===== src/rtl/core_pkg.sv =====
// Shared definitions for the core control path: control-operation encodings,
// sequencer state enum and the fixed index of the CONTROL stage.
package core_pkg;

  typedef enum logic [1:0] {
    CTRL_TRAP      = 2'b00,
    CTRL_INTERRUPT = 2'b01,
    CTRL_NORMAL    = 2'b11
  } ctrl_op_e;

  typedef enum logic [1:0] {
    S_CONTROL = 2'b00,
    S_RUN     = 2'b01,
    S_HALT    = 2'b10
  } seq_state_e;

  localparam int STAGE_CONTROL = 0;

endpackage


===== src/rtl/prio_enc.sv =====
// Lowest-index-wins priority encoder: valid when any request bit is set,
// idx is the position of the lowest set bit (zero when none).
module prio_enc #(
  parameter int WIDTH = 4,
  parameter int IDX_W = 2
) (
  input  logic [WIDTH-1:0] req,
  output logic             valid,
  output logic [IDX_W-1:0] idx
);

  // Scan from the top down so the lowest set bit is the last one written.
  always_comb begin
    // NOTE: every output gets a default before the loop so no path leaves it
    // unassigned; otherwise synthesis infers a latch.
    valid = |req;
    idx   = '0;
    for (int i = WIDTH - 1; i >= 0; i--) begin
      if (req[i]) idx = IDX_W'(i);
    end
  end

endmodule


===== src/rtl/stage_sequencer.sv =====
// Multi-cycle stage sequencer: walks a one-hot stage vector from CONTROL
// through the non-skipped RUN stages, picks TRAP/INTERRUPT/NORMAL at each
// instruction boundary, aborts on faults or a stalled stage, halts on a
// fault during a trap handler and counts retired NORMAL instructions.
module stage_sequencer
  import core_pkg::*;
#(
  parameter int NUM_STAGES    = 7,
  parameter int NUM_FAULT_SRC = 4,
  parameter int NUM_IRQ       = 2,
  parameter int FAULT_W       = 3,
  parameter int TIMEOUT       = 1024,
  parameter int CNT_W         = 32
) (
  input  logic                     clk,
  input  logic                     reset,
  input  logic [NUM_STAGES-1:0]    stage_done,
  input  logic [NUM_STAGES-1:0]    skip_mask,
  input  logic [NUM_FAULT_SRC-1:0] fault_in,
  input  logic [NUM_IRQ-1:0]       irq_pending,
  input  logic [NUM_IRQ-1:0]       irq_enable,
  output logic [NUM_STAGES-1:0]    stage_active,
  output logic [1:0]               control_op,
  output logic [FAULT_W-1:0]       fault_num,
  output logic                     halted,
  output logic [CNT_W-1:0]         instret
);

  localparam int STAGE_W = (NUM_STAGES > 1) ? $clog2(NUM_STAGES) : 1;
  localparam int STALL_W = (TIMEOUT > 1) ? $clog2(TIMEOUT) : 1;

  seq_state_e         state_q, state_d;
  logic [STAGE_W-1:0] stage_q, stage_d;
  ctrl_op_e           op_q, op_d;
  logic [FAULT_W-1:0] fault_num_q, fault_num_d;
  logic               fault_pending_q, fault_pending_d;
  logic [STALL_W-1:0] stall_q, stall_d;
  logic [CNT_W-1:0]   instret_q, instret_d;

  logic               fault_vld;
  logic [FAULT_W-1:0] fault_idx;
  logic               irq_vld;
  logic [FAULT_W-1:0] irq_idx;
  logic [NUM_STAGES-1:0] next_cand;
  logic               next_vld;
  logic [STAGE_W-1:0] next_idx;
  logic               done_cur;
  logic               wd_expire;

  prio_enc #(.WIDTH(NUM_FAULT_SRC), .IDX_W(FAULT_W)) u_fault_enc (
    .req   (fault_in),
    .valid (fault_vld),
    .idx   (fault_idx)
  );

  prio_enc #(.WIDTH(NUM_IRQ), .IDX_W(FAULT_W)) u_irq_enc (
    .req   (irq_pending & irq_enable),
    .valid (irq_vld),
    .idx   (irq_idx)
  );

  prio_enc #(.WIDTH(NUM_STAGES), .IDX_W(STAGE_W)) u_next_enc (
    .req   (next_cand),
    .valid (next_vld),
    .idx   (next_idx)
  );

  // Candidate successor stages: strictly above the current one and not skipped.
  always_comb begin
    next_cand = '0;
    for (int j = 0; j < NUM_STAGES; j++) begin
      next_cand[j] = (STAGE_W'(j) > stage_q) && !skip_mask[j];
    end
  end

  // Watchdog fires on the TIMEOUT-th cycle a stage sits without its done.
  always_comb begin
    done_cur  = stage_done[stage_q];
    wd_expire = (TIMEOUT != 0) && !done_cur && (stall_q == STALL_W'(TIMEOUT - 1));
  end

  // Next-state logic: operation select in CONTROL, advance/abort in RUN.
  always_comb begin
    state_d         = state_q;
    stage_d         = stage_q;
    op_d            = op_q;
    fault_num_d     = fault_num_q;
    fault_pending_d = fault_pending_q;
    stall_d         = stall_q;
    instret_d       = instret_q;

    unique case (state_q)
      S_CONTROL: begin
        state_d = S_RUN;
        stage_d = STAGE_W'(1);
        stall_d = '0;
        if (fault_pending_q) begin
          op_d            = CTRL_TRAP;
          fault_pending_d = 1'b0;
        end else if (irq_vld) begin
          op_d        = CTRL_INTERRUPT;
          fault_num_d = irq_idx;
        end else begin
          op_d = CTRL_NORMAL;
        end
      end

      S_RUN: begin
        if (fault_vld || wd_expire) begin
          fault_num_d = fault_vld ? fault_idx : FAULT_W'(NUM_FAULT_SRC);
          stall_d     = '0;
          stage_d     = STAGE_W'(STAGE_CONTROL);
          if (op_q == CTRL_TRAP) begin
            state_d = S_HALT;
          end else begin
            state_d         = S_CONTROL;
            fault_pending_d = 1'b1;
          end
        end else if (done_cur) begin
          stall_d = '0;
          if (next_vld) begin
            stage_d = next_idx;
          end else begin
            state_d = S_CONTROL;
            stage_d = STAGE_W'(STAGE_CONTROL);
            if (op_q == CTRL_NORMAL) instret_d = instret_q + CNT_W'(1);
          end
        end else if (TIMEOUT != 0) begin
          stall_d = stall_q + STALL_W'(1);
        end
      end

      S_HALT: begin
        state_d = S_HALT;
      end

      default: begin
        state_d = S_HALT;
      end
    endcase
  end

  // State registers; async reset forces the CONTROL entry point.
  always_ff @(posedge clk or negedge reset) begin
    if (!reset) begin
      state_q         <= S_CONTROL;
      stage_q         <= STAGE_W'(STAGE_CONTROL);
      op_q            <= CTRL_NORMAL;
      fault_num_q     <= '0;
      fault_pending_q <= 1'b0;
      stall_q         <= '0;
      instret_q       <= '0;
    end else begin
      // NOTE: non-blocking assignments so every flop samples pre-edge values
      // regardless of statement order.
      state_q         <= state_d;
      stage_q         <= stage_d;
      op_q            <= op_d;
      fault_num_q     <= fault_num_d;
      fault_pending_q <= fault_pending_d;
      stall_q         <= stall_d;
      instret_q       <= instret_d;
    end
  end

  // Outputs decode straight from registered state.
  always_comb begin
    stage_active = (state_q == S_HALT) ? '0 : (NUM_STAGES'(1) << stage_q);
    control_op   = op_q;
    fault_num    = fault_num_q;
    halted       = (state_q == S_HALT);
    instret      = instret_q;
  end

endmodule


===== config.mk =====
export PLATFORM = sky130hd
export DESIGN_NAME = stage_sequencer
export DESIGN_NICKNAME = d
export VERILOG_FILES = /design/src/rtl/core_pkg.sv /design/src/rtl/prio_enc.sv /design/src/rtl/stage_sequencer.sv
export SDC_FILE = /design/constraint.sdc
export NUM_CORES = 1
export LEC_CHECK = 0
export ABC_AREA = 1
export BUFFER_PORTS_ARGS = -buffer_cell sky130_fd_sc_hd__buf_2
export CAP_MARGIN = 40
export CORE_UTILIZATION = 25
export CTS_BUF_LIST = sky130_fd_sc_hd__clkbuf_8
export CTS_CLUSTER_DIAMETER = 40
export DETAILED_ROUTE_END_ITERATION = 12
export GPL_TIMING_DRIVEN = 0
export PLACE_DENSITY_LB_ADDON = 0.1
export SYNTH_ARGS = -nofsm -noshare
export SYNTH_HDL_FRONTEND = slang
export SYNTH_SLANG_ARGS = --single-unit

===== constraint.sdc =====
create_clock -name clk -period 3.3 [get_ports clk]
set_input_delay 0.33 -clock clk [delete_from_list [all_inputs] [get_ports clk]]
set_output_delay 0.33 -clock clk [all_outputs]
set_load 0.005 [all_outputs]

==> flow_metrics.env, run 1 <==
export IMPL_outcome="finished clean"
export IMPL_synthAdderAreaFrac_pct=0.702
export IMPL_wl_um=10500
export IMPL_synth_main_ff_cell="dfrtp_1"
export IMPL_numCtsBuffers=5
export IMPL_synth_edf_count=0
export IMPL_final_nets=627
export IMPL_final_cell_area_um2=4250
export IMPL_ys_seq_elements=53
export IMPL_seq_area_frac_synth_pct=37.3
export IMPL_cts_tree="built"
export IMPL_htreeDepth=2
export IMPL_drt_wirelength_per_cell_um=13.4
export IMPL_r2r_start="instret[0]"
export IMPL_async_flop_share_pct=100
export IMPL_placementRows=43
export IMPL_end_kind="primary output"
export IMPL_grt_pass1_wl_um=17600
export IMPL_max_freq_mhz=435
export IMPL_ys_warn_count=0
export IMPL_critPathLaunch="state_q[1]"
export IMPL_worst_hold_slack_ns=0.281
export IMPL_finalSetupViolations=0
export IMPL_skew_ns=0.0105
export IMPL_drtAntennaViolNets=0
export IMPL_cap_viol_max_count=0
export IMPL_r2r_slack_ns=1.17
export IMPL_diodes=0
export IMPL_syn_area_per_cell_um2=6.79
export IMPL_dpl_hpwl_um=8230
export IMPL_postPlaceCellArea_um2=4150
export IMPL_fill_cells=1558
export IMPL_clk_pin_slew_ns=0.10
export IMPL_hold_violations=0
export IMPL_mappedNetlistArea_um2=3570
export IMPL_maxSlewViolCount=0
export IMPL_worst_pin_slew_ns=0.475
export IMPL_synth_commonest_cells="206 x nand2_1, 77 x nor2_1, 54 x nand3_1"
export IMPL_yosysTopAreaCell="dfrtp_1"
export IMPL_antenna_found_initial=0
export IMPL_io_pins=69
export IMPL_core_um2=13900
export IMPL_yosys_area_top_type_share_pct=35.8
export IMPL_via_per_inst=4.52
export IMPL_p_leak_nw=2.21
export IMPL_cts_buffer_depth=2
export IMPL_power_density_nw_per_um2=263
export IMPL_final_setup_tns_ns=0
export IMPL_critical_path_class="reg2out"
export IMPL_rsz0062_at_grt="false"
export IMPL_grt_overflow=0
export IMPL_fin_crit_sh_pct=69.6
export IMPL_syn_inst=525
export IMPL_period_needed_ns=2.30
export IMPL_place_gp_congestion=0.851
export IMPL_cts_root_buffer="clkbuf_8"
export IMPL_die_w_um=121
export IMPL_track_usage_pct=15.5
export IMPL_worstPathArrival_ns=1.97
export IMPL_drtIter0Drc=207
export IMPL_grt_max_degree=35
export IMPL_rr_endpoint="instret[30]"
export IMPL_ir_worst_vdd_uv=127
export IMPL_yosysMostFrequentCell="nand2_1"
export IMPL_grt_pass1_vias=3535
export IMPL_die_height_um=121
export IMPL_synthSimpleGateAreaFrac_pct=47.4
export IMPL_drc=0
export IMPL_min_delay_start="fault_in[1]"
export IMPL_port_buffers=67
export IMPL_synth_xor_area_share_pct=5.16
export IMPL_yosysUniqueCellTypes=32
export IMPL_clock_sinks=53
export IMPL_worst_r2r_cell_count=10
export IMPL_crit_path_start_kind="flip-flop"
export IMPL_cts_repair_resized=0
export IMPL_slew_limit_headroom_pct=68.3
export IMPL_synth_top_family_by_area="simple AND/OR/NAND/NOR gates"
export IMPL_min_path_cells=4
export IMPL_insertion_delay_ns=0.33
export IMPL_drtPass1Iterations=4
export IMPL_worst_ep_required_time_ns=2.97
export IMPL_whs_endpoint="fault_num[1]"
export IMPL_num_vias=3533
export IMPL_final_layout_size_suffix_gt1_share_pct=18.3
export IMPL_synth_net_count=551
export IMPL_path_max_fanout=10
export IMPL_initial_core_util_pct=25.7
export IMPL_hold_path_class="in2reg"
export IMPL_muxShareOfSynthArea_pct=0.281
export IMPL_yosys_top_cells_area="dfrtp_1 36%, nand2_1 22%, nor2_1 8.1%"
export IMPL_dieArea_um2=14800
export IMPL_syn2layout_area_growth_pct=19.1
export IMPL_synth_compound_area_share_pct=2.42
where the power goes:
group,internal [mW],switching [mW]
combinational,0.0208,0.0330
sequential,0.650,0.000411
clock,0.166,0.245
total,0.837,0.278
sequential cells by signal, indices dropped and copies added, names as in the netlist:
signal / flops
fault_pending_q: 1
stall_q: 10
fault_num: 3
stage_q: 3
instret: 32
state_q: 2
control_op: 2
logic make-up after synthesis:
family,Yosys count
multiplexers,1
AO/OA/AOI/OAI,15
XOR/XNOR,21
buffers and inverters,51
adder cells (fa/ha/maj),2
flip-flops,53
AND/OR/NAND/NOR,382
critical path: stages (launching register included):
cell,delay [ns]
dfrtp_1,0.48
inv_1,0.24
clkbuf_1,0.40
o21ai_0,0.23
nor3_1,0.16
buf_2,0.14
stage by stage:
stage	cells	util, %	total power [mW]	setup WS (ns)
2_1_floorplan	525	-	0.683	1.68
3_3_place_gp	772	29.7	0.714	1.20
6_report	782	30.6	1.12	1.00
3_5_place_dp	773	29.9	0.718	1.20
4_1_cts	782	30.6	1.14	0.959
5_1_grt	782	30.6	1.17	0.763
how the worst max path moves through the flow:
stage	slack, ns	to
2_1_floorplan	1.68	instret[30]
3_3_place_gp	1.20	instret[30]
3_5_place_dp	1.20	instret[30]
4_1_cts	0.96	stage_active[2]
5_1_grt	0.76	stage_active[2]
6_report	1.00	stage_active[2]
layout by cell type, fill, tap and decap left out, drive strengths merged, types with 3 or more instances in the layout:
cell and instances:
nand2 214, nor2 86, buf 78, nand3 54
dfrtp 51, inv 42, xor2 17, nand3b 13
o21ai 8, nand4 7, clkbuf 7, nor3 6
xnor2 4, a21oi 3
repair_timing:
item	4_1_cts	5_1_grt
setup buffers	0	0
hold buffers	1	0
hold endpoints to repair	19	0
layer usage:
metal	vias up	share of wire, %	GRT usage [%]
met5	-	0	0
met3	14	2.5	2.44
met1	1640	46	18.9
li1	1816	-	-
met2	63	50	27.2
met4	0	2.0	5.79
layout make-up:
cell class | instances | area [um2] | area share [%]
plain buffers | 11 | 90.1 | 2.12
clock buffers | 6 | 82.6 | 1.94
clock inverters | 2 | 7.51 | 0.177
inverters | 40 | 153 | 3.59
multi-input cells | 421 | 2000 | 47.0
flip-flops and latches | 53 | 1330 | 31.3
well taps | 180 | 225 | 5.30
repair buffers | 69 | 365 | 8.60
No activity file was read; power rests on OpenSTA's default activity.
==> inputs of run 2 (changes only) <==
--- a/config.mk
+++ b/config.mk
@@ -5,7 +5,7 @@
 export SDC_FILE = /design/constraint.sdc
 export NUM_CORES = 1
 export LEC_CHECK = 0
-export ABC_AREA = 1
+export ABC_AREA = 0
 export BUFFER_PORTS_ARGS = -buffer_cell sky130_fd_sc_hd__buf_2
 export CAP_MARGIN = 40
 export CORE_UTILIZATION = 25
==> constraint.sdc (replaced) <==
create_clock -name clk -period 2 [get_ports clk]
set_input_delay 0.2 -clock clk [delete_from_list [all_inputs] [get_ports clk]]
set_output_delay 0.2 -clock clk [all_outputs]
set_load 0.005 [all_outputs]
==> run 2 against run 1 <==
Effect of this change:
- die area decreased by 17%
- global-route usage decreased by 2.7 points
- sequential share of layout area increased by 3.4 points
- design area decreased by 9.7%
- clock skew decreased by 0.0054 ns
- sequential cell count unchanged
- final cell count decreased by 32%
- power increased by 61%
- setup slack got worse by 0.90 ns
- critical path type is now reg2reg
- critical endpoint is now instret[22]
- largest cell class unchanged
==> flow_metrics.env, run 2 <==
export IMPL_numCtsBuffers=5
export IMPL_slew_limit_headroom_pct=58.4
export IMPL_fin_ws_ns=0.102
export IMPL_hold_path_class="in2reg"
export IMPL_yosysUniqueCellTypes=50
export IMPL_place_ws_ns=-0.363
export IMPL_place_gp_congestion=0.705
export IMPL_final_setup_tns_ns=0
export IMPL_die_w_um=111
export IMPL_htreeDepth=2
export IMPL_drt_wirelength_per_cell_um=14.4
export IMPL_insertion_delay_ns=0.31
export IMPL_swShare_pct=24.4
export IMPL_syn2layout_area_growth_pct=29.8
export IMPL_synth_edf_count=0
export IMPL_worstPathArrival_ns=2.14
export IMPL_num_vias=2517
export IMPL_diodes=0
export IMPL_fill_cells=1193
export IMPL_worst_ep_required_time_ns=2.24
export IMPL_cap_viol_max_count=0
export IMPL_mappedNetlistArea_um2=2960
export IMPL_hold_violations=0
export IMPL_p_clk_share_pct=34.9
export IMPL_worst_pin_slew_ns=0.624
export IMPL_drtPass1Iterations=4
export IMPL_synth_commonest_cells="51 x dfrtp_1, 31 x nor2_1, 26 x nor3_1"
export IMPL_rsz0062_at_grt="true"
export IMPL_async_flop_share_pct=100
export IMPL_p_seq_share_pct=59.8
export IMPL_via_per_inst=4.70
export IMPL_initial_core_util_pct=25.8
export IMPL_ys_warn_count=0
export IMPL_drtAntennaViolNets=0
export IMPL_yosys_area_top_type_share_pct=43.2
export IMPL_track_usage_pct=12.8
export IMPL_clock_sinks=53
export IMPL_p_sw_mw=0.439
export IMPL_yosysTopAreaCell="dfrtp_1"
export IMPL_port_buffers=67
export IMPL_outcome="finished clean"
export IMPL_antenna_found_initial=0
export IMPL_cts_tree="built"
export IMPL_end_kind="flip-flop"
export IMPL_crit_path_start_kind="flip-flop"
export IMPL_skew_ns=0.00513
export IMPL_final_nets=417
export IMPL_core_um2=11500
export IMPL_final_layout_size_suffix_gt1_share_pct=36.0
export IMPL_io_pins=69
export IMPL_final_core_util_pct=33.5
export IMPL_grt_pass1_wl_um=12900
export IMPL_dieArea_um2=12300
export IMPL_ys_seq_elements=53
export IMPL_power_density_nw_per_um2=469
export IMPL_synth_net_count=333
export IMPL_yosysMostFrequentCell="dfrtp_1"
export IMPL_clk_pin_slew_ns=0.10
export IMPL_cts_root_buffer="clkbuf_8"
export IMPL_syn_area_per_cell_um2=9.63
export IMPL_critical_path_class="reg2reg"
export IMPL_ir_worst_vdd_uv=234
export IMPL_path_max_fanout=10
export IMPL_yosys_top_cells_area="dfrtp_1 43%, xor2_1 7.4%, nor3_1 4.4%"
export IMPL_seq_area_frac_synth_pct=44.9
export IMPL_worst_r2r_cell_count=8
export IMPL_wl_um=7730
export IMPL_max_freq_mhz=527
export IMPL_final_cell_mix="68 x buf_2, 50 x dfrtp_1, 28 x nor2_1, 25 x xor2_1, 24 x nand2_1"
export IMPL_synth_main_ff_cell="dfrtp_1"
export IMPL_grt_overflow=0
export IMPL_syn_inst=307
export IMPL_placementRows=39
export IMPL_drc=0
export IMPL_die_height_um=111
export IMPL_grt_max_degree=30
export IMPL_layout_commonest_cell="buf_2"
export IMPL_grt_pass1_vias=2564
export IMPL_cts_buffer_depth=2
export IMPL_p_int_mw=1.36
export IMPL_fin_crit_sh_pct=94.9
export IMPL_comb_power_share_pct=5.3
export IMPL_p_leak_nw=1.81
export IMPL_dpl_hpwl_um=5590
export IMPL_largest_register_ffs=32
export IMPL_period_needed_ns=1.90
export IMPL_drtIter0Drc=86
export IMPL_min_path_cells=4
export IMPL_maxSlewViolCount=0
export IMPL_finalSetupViolations=0
==> run 2: cell count changes after synthesis, moves of 6 or more <==
| cell | delta |
|---|---|
| nand3b_1 | -12 |
| buf_4 | -7 |
| xnor2_1 | +7 |
| nand3_1 | -32 |
| xor2_1 | +8 |
| nand2_1 | -182 |
| nor3_1 | +22 |
| buf_2 | +7 |
| mux2_2 | +6 |
| inv_1 | -19 |
| nor4_2 | +8 |
| nor2_1 | -46 |
==> run 2: layer usage <==
metal	track usage, %	vias to the layer above	wire, um
li1	-	1245	-
met1	17.2	1235	3800
met2	21.3	32	3620
met3	2.35	5	244
met4	3.20	0	63
met5	0	-	0
==> run 2: repair_timing <==
| item | in CTS | in global routing |
|---|---|---|
| setup endpoints to repair | 41 | 34 |
| gates cloned | 0 | 0 |
| setup buffers | 3 | 6 |
| gates resized for setup | 14 | 27 |
| pin swaps | 4 | 2 |
| hold endpoints to repair | 24 | 0 |
| hold buffers | 1 | 0 |
==> run 2: final cells by class <==
type                            instances  area [um2]  area share (%)
Clock inverter                          3        22.5           0.587
Buffer                                 11        81.3            2.12
Tap cell                              143         179            4.66
Clock buffer                            5        68.8            1.79
Timing Repair Buffer                   78         433            11.3
Multi-Input combinational cell        225        1660            43.2
Sequential cell                        53        1330            34.7
Inverter                               17        63.8            1.66
==> run 2: cells by family (layout without fill, tap and decap cells) <==
| logic type | after synthesis | count (layout) | share of synthesized area, % |
|---|---|---|---|
| mux | 11 | 11 | 3.98 |
| xor+xnor | 36 | 36 | 10.7 |
| fa+ha+maj | 2 | 2 | 0.846 |
| flops | 53 | 53 | 44.9 |
| buf+inv | 29 | 114 | 4.23 |
| compound gates | 37 | 37 | 8.97 |
| simple gates | 139 | 139 | 26.4 |
==> run 2: path summary, 6_finish.rpt <==
path	start	endpoint	slack (ns)
setup / recovery	stage_q[1]	instret[22]	0.10
hold / removal	fault_in[0]	fault_num[1]	0.24
setup reg to reg	stage_q[1]	instret[22]	0.10
hold reg to reg	instret[31]	instret[31]	0.48
max in group asynchronous	reset	control_op[1]	0.91
min in group asynchronous	reset	instret[31]	0.44
==> run 2: worst max-delay path: stages, from the launching register on <==
cell and delay (ns):
dfrtp_1 0.42, buf_4 0.15, mux2i_1 0.11, o211ai_1 0.17, buf_4 0.20, nand3_4 0.13, buf_6 0.19, nor4_4 0.29
xor2_1 0.17
==> run 2: power groups by stage <==
| stage | Combinational [mW] | Sequential, mW | Clock (mW) |
|---|---|---|---|
| 2_1_floorplan | 0.0249 | 1.10 | 0 |
| 3_3_place_gp | 0.0840 | 1.10 | 0 |
| 3_5_place_dp | 0.0903 | 1.10 | 0 |
| 4_1_cts | 0.0978 | 1.07 | 0.663 |
| 5_1_grt | 0.111 | 1.08 | 0.697 |
| 6_report | 0.0961 | 1.07 | 0.627 |
==> run 2: stage by stage <==
step,hold slack [ns],cells,power (mW),instance area (um2)
2_1_floorplan,-0.0956,307,1.12,2960
3_5_place_dp,0.267,518,1.19,3490
4_1_cts,0.221,529,1.84,3680
5_1_grt,0.265,535,1.88,3840
3_3_place_gp,0.455,517,1.18,3470
6_report,0.236,535,1.80,3840
==> inputs of run 3 (changes only) <==
--- a/config.mk
+++ b/config.mk
@@ -8,6 +8,7 @@
 export ABC_AREA = 0
 export BUFFER_PORTS_ARGS = -buffer_cell sky130_fd_sc_hd__buf_2
 export CAP_MARGIN = 40
+export CORE_MARGIN = 2
 export CORE_UTILIZATION = 25
 export CTS_BUF_LIST = sky130_fd_sc_hd__clkbuf_8
 export CTS_CLUSTER_DIAMETER = 40
==> run 3 against run 2 <==
Effect of this change:
- maximum frequency down 0.70%
- clock skew up 0.0018 ns
- combinational power about the same
- setup slack worse by 0.013 ns
- power down 2.2%
- sequential share of layout area up 0.19 points
- critical path depth unchanged
- global-route usage down 0.41 points
- worst hold slack better by 0.0014 ns
- utilization down 0.12 points
- routed wire length down 0.39%
==> flow_metrics.env, run 3 (synthesis results as in run 2) <==
export IMPL_outcome="finished clean"
export IMPL_core_um2=11500
export IMPL_r2r_start="stage_q[0]"
export IMPL_fin_crit_sh_pct=95.5
export IMPL_die_height_um=113
export IMPL_track_usage_pct=12.4
export IMPL_grt_pass1_wl_um=12900
export IMPL_htreeDepth=2
export IMPL_final_core_util_pct=33.3
export IMPL_largest_register_ffs=32
export IMPL_final_setup_tns_ns=0
export IMPL_cts_buffer_depth=2
export IMPL_io_pins=69
export IMPL_cts_tree="built"
export IMPL_place_gp_congestion=0.717
export IMPL_final_nets=416
export IMPL_initial_core_util_pct=25.8
export IMPL_final_cell_mix="70 x buf_2, 48 x dfrtp_1, 29 x nor2_1, 25 x xor2_1, 24 x nand2_1"
export IMPL_diodes=0
export IMPL_dpl_hpwl_um=5660
export IMPL_cap_viol_max_count=0
export IMPL_min_delay_start="fault_in[0]"
export IMPL_hold_path_class="in2reg"
export IMPL_power_density_nw_per_um2=460
export IMPL_wl_um=7700
export IMPL_hold_violations=0
export IMPL_drtAntennaViolNets=0
export IMPL_min_path_cells=4
export IMPL_power_total_mw=1.76
export IMPL_grt_pass1_vias=2527
export IMPL_worst_pin_slew_ns=0.607
export IMPL_final_cell_area_um2=3820
export IMPL_max_freq_mhz=523
export IMPL_ir_worst_vdd_uv=225
export IMPL_clk_pin_slew_ns=0.09
export IMPL_end_kind="flip-flop"
export IMPL_drt_wirelength_per_cell_um=14.4
export IMPL_via_per_inst=4.75
export IMPL_postPlaceCellArea_um2=3490
export IMPL_drc=0
export IMPL_cts_root_buffer="clkbuf_8"
export IMPL_period_needed_ns=1.91
export IMPL_maxSlewViolCount=0
export IMPL_numCtsBuffers=5
export IMPL_skew_ns=0.00689
export IMPL_critical_path_class="reg2reg"
export IMPL_rr_endpoint="instret[20]"
export IMPL_grt_overflow=0
export IMPL_p_leak_nw=1.82
export IMPL_port_buffers=67
export IMPL_drtIter0Drc=95
export IMPL_rsz0062_at_grt="true"
export IMPL_insertion_delay_ns=0.31
export IMPL_fill_cells=1180
export IMPL_dieArea_um2=12700
export IMPL_crit_path_start_kind="flip-flop"
export IMPL_final_layout_size_suffix_gt1_share_pct=35.5
export IMPL_antenna_found_initial=0
export IMPL_die_w_um=113
export IMPL_worst_r2r_cell_count=8
export IMPL_placementRows=39
export IMPL_whs_endpoint="fault_num[1]"
export IMPL_grt_max_degree=31
export IMPL_syn2layout_area_growth_pct=29.3
export IMPL_drtPass1Iterations=4
export IMPL_finalSetupViolations=0
export IMPL_clock_sinks=53
export IMPL_layout_commonest_cell="buf_2"
export IMPL_slew_limit_headroom_pct=59.5
export IMPL_path_max_fanout=10
export IMPL_worstPathArrival_ns=2.14
export IMPL_r2r_slack_ns=0.09
export IMPL_num_vias=2539
export IMPL_worst_ep_required_time_ns=2.23
==> run 3: cell types whose count changed in the layout (fill, tap and decap cells not counted), sizes merged <==
cell,before,now
buf,82,84
inv,17,18
clkinv,0,2
clkinvlp,3,0
clkbuf,11,8
==> run 3: power by group <==
| part | switching (mW) | internal, mW | total (mW) |
|---|---|---|---|
| clock network | 0.349 | 0.239 | 0.588 |
| registers | 0.00156 | 1.07 | 1.07 |
| logic | 0.0572 | 0.0390 | 0.0961 |
==> run 3: layout make-up <==
class / instances / area, um2 / area share (%)
Inverter: 17 / 63.8 / 1.67
Multi-Input combinational cell: 225 / 1670 / 43.7
Sequential cell: 53 / 1330 / 34.8
Clock buffer: 5 / 68.8 / 1.80
Tap cell: 143 / 179 / 4.68
Clock inverter: 3 / 13.8 / 0.360
Buffer: 11 / 68.8 / 1.80
Timing Repair Buffer: 77 / 425 / 11.1
==> run 3: critical path: stages, from the launching register on <==
cell and delay, ns:
dfrtp_1 0.36, buf_2 0.17, mux2i_1 0.14, a22oi_2 0.15, buf_4 0.18, nand3_2 0.16, buf_6 0.22, nor4_2 0.29
xor2_1 0.17
==> run 3: metal layers <==
metal | vias up | share of wire (%) | GRT usage (%)
met4 | 0 | 0.88 | 3.17
met5 | - | 0 | 0
met3 | 6 | 2.5 | 1.98
met2 | 32 | 48 | 20.2
met1 | 1254 | 48 | 17.4
li1 | 1247 | - | -
==> run 3: worst max path at each step <==
stage               start            to  depth (start not counted)
6_report       stage_q[0]   instret[20]                          8
5_1_grt        stage_q[0]    stage_q[1]                          8
4_1_cts        stage_q[0]    stage_q[1]                          8
3_5_place_dp   stage_q[1]   instret[27]                          7
3_3_place_gp   stage_q[1]   instret[16]                          7
2_1_floorplan  stall_q[0]  fault_num[0]                          6
==> run 3: per-stage QoR <==
step	cells	setup slack (ns)	hold slack (ns)
CTS	529	0.0113	0.227
finish	534	0.0892	0.237
global placement	517	-0.364	0.459
detailed placement	518	-0.368	0.251
global route	534	-0.0208	0.253
floorplan	307	0.161	-0.0956
==> run 3: repair_timing <==
item / 4_1_cts / 5_1_grt
endpoints found under the setup margin: 43 / 28
hold buffers: 1 / 0
pin swaps: 4 / 1
setup buffers: 3 / 5
endpoints found under the hold margin: 23 / 0
gates resized for setup: 14 / 26
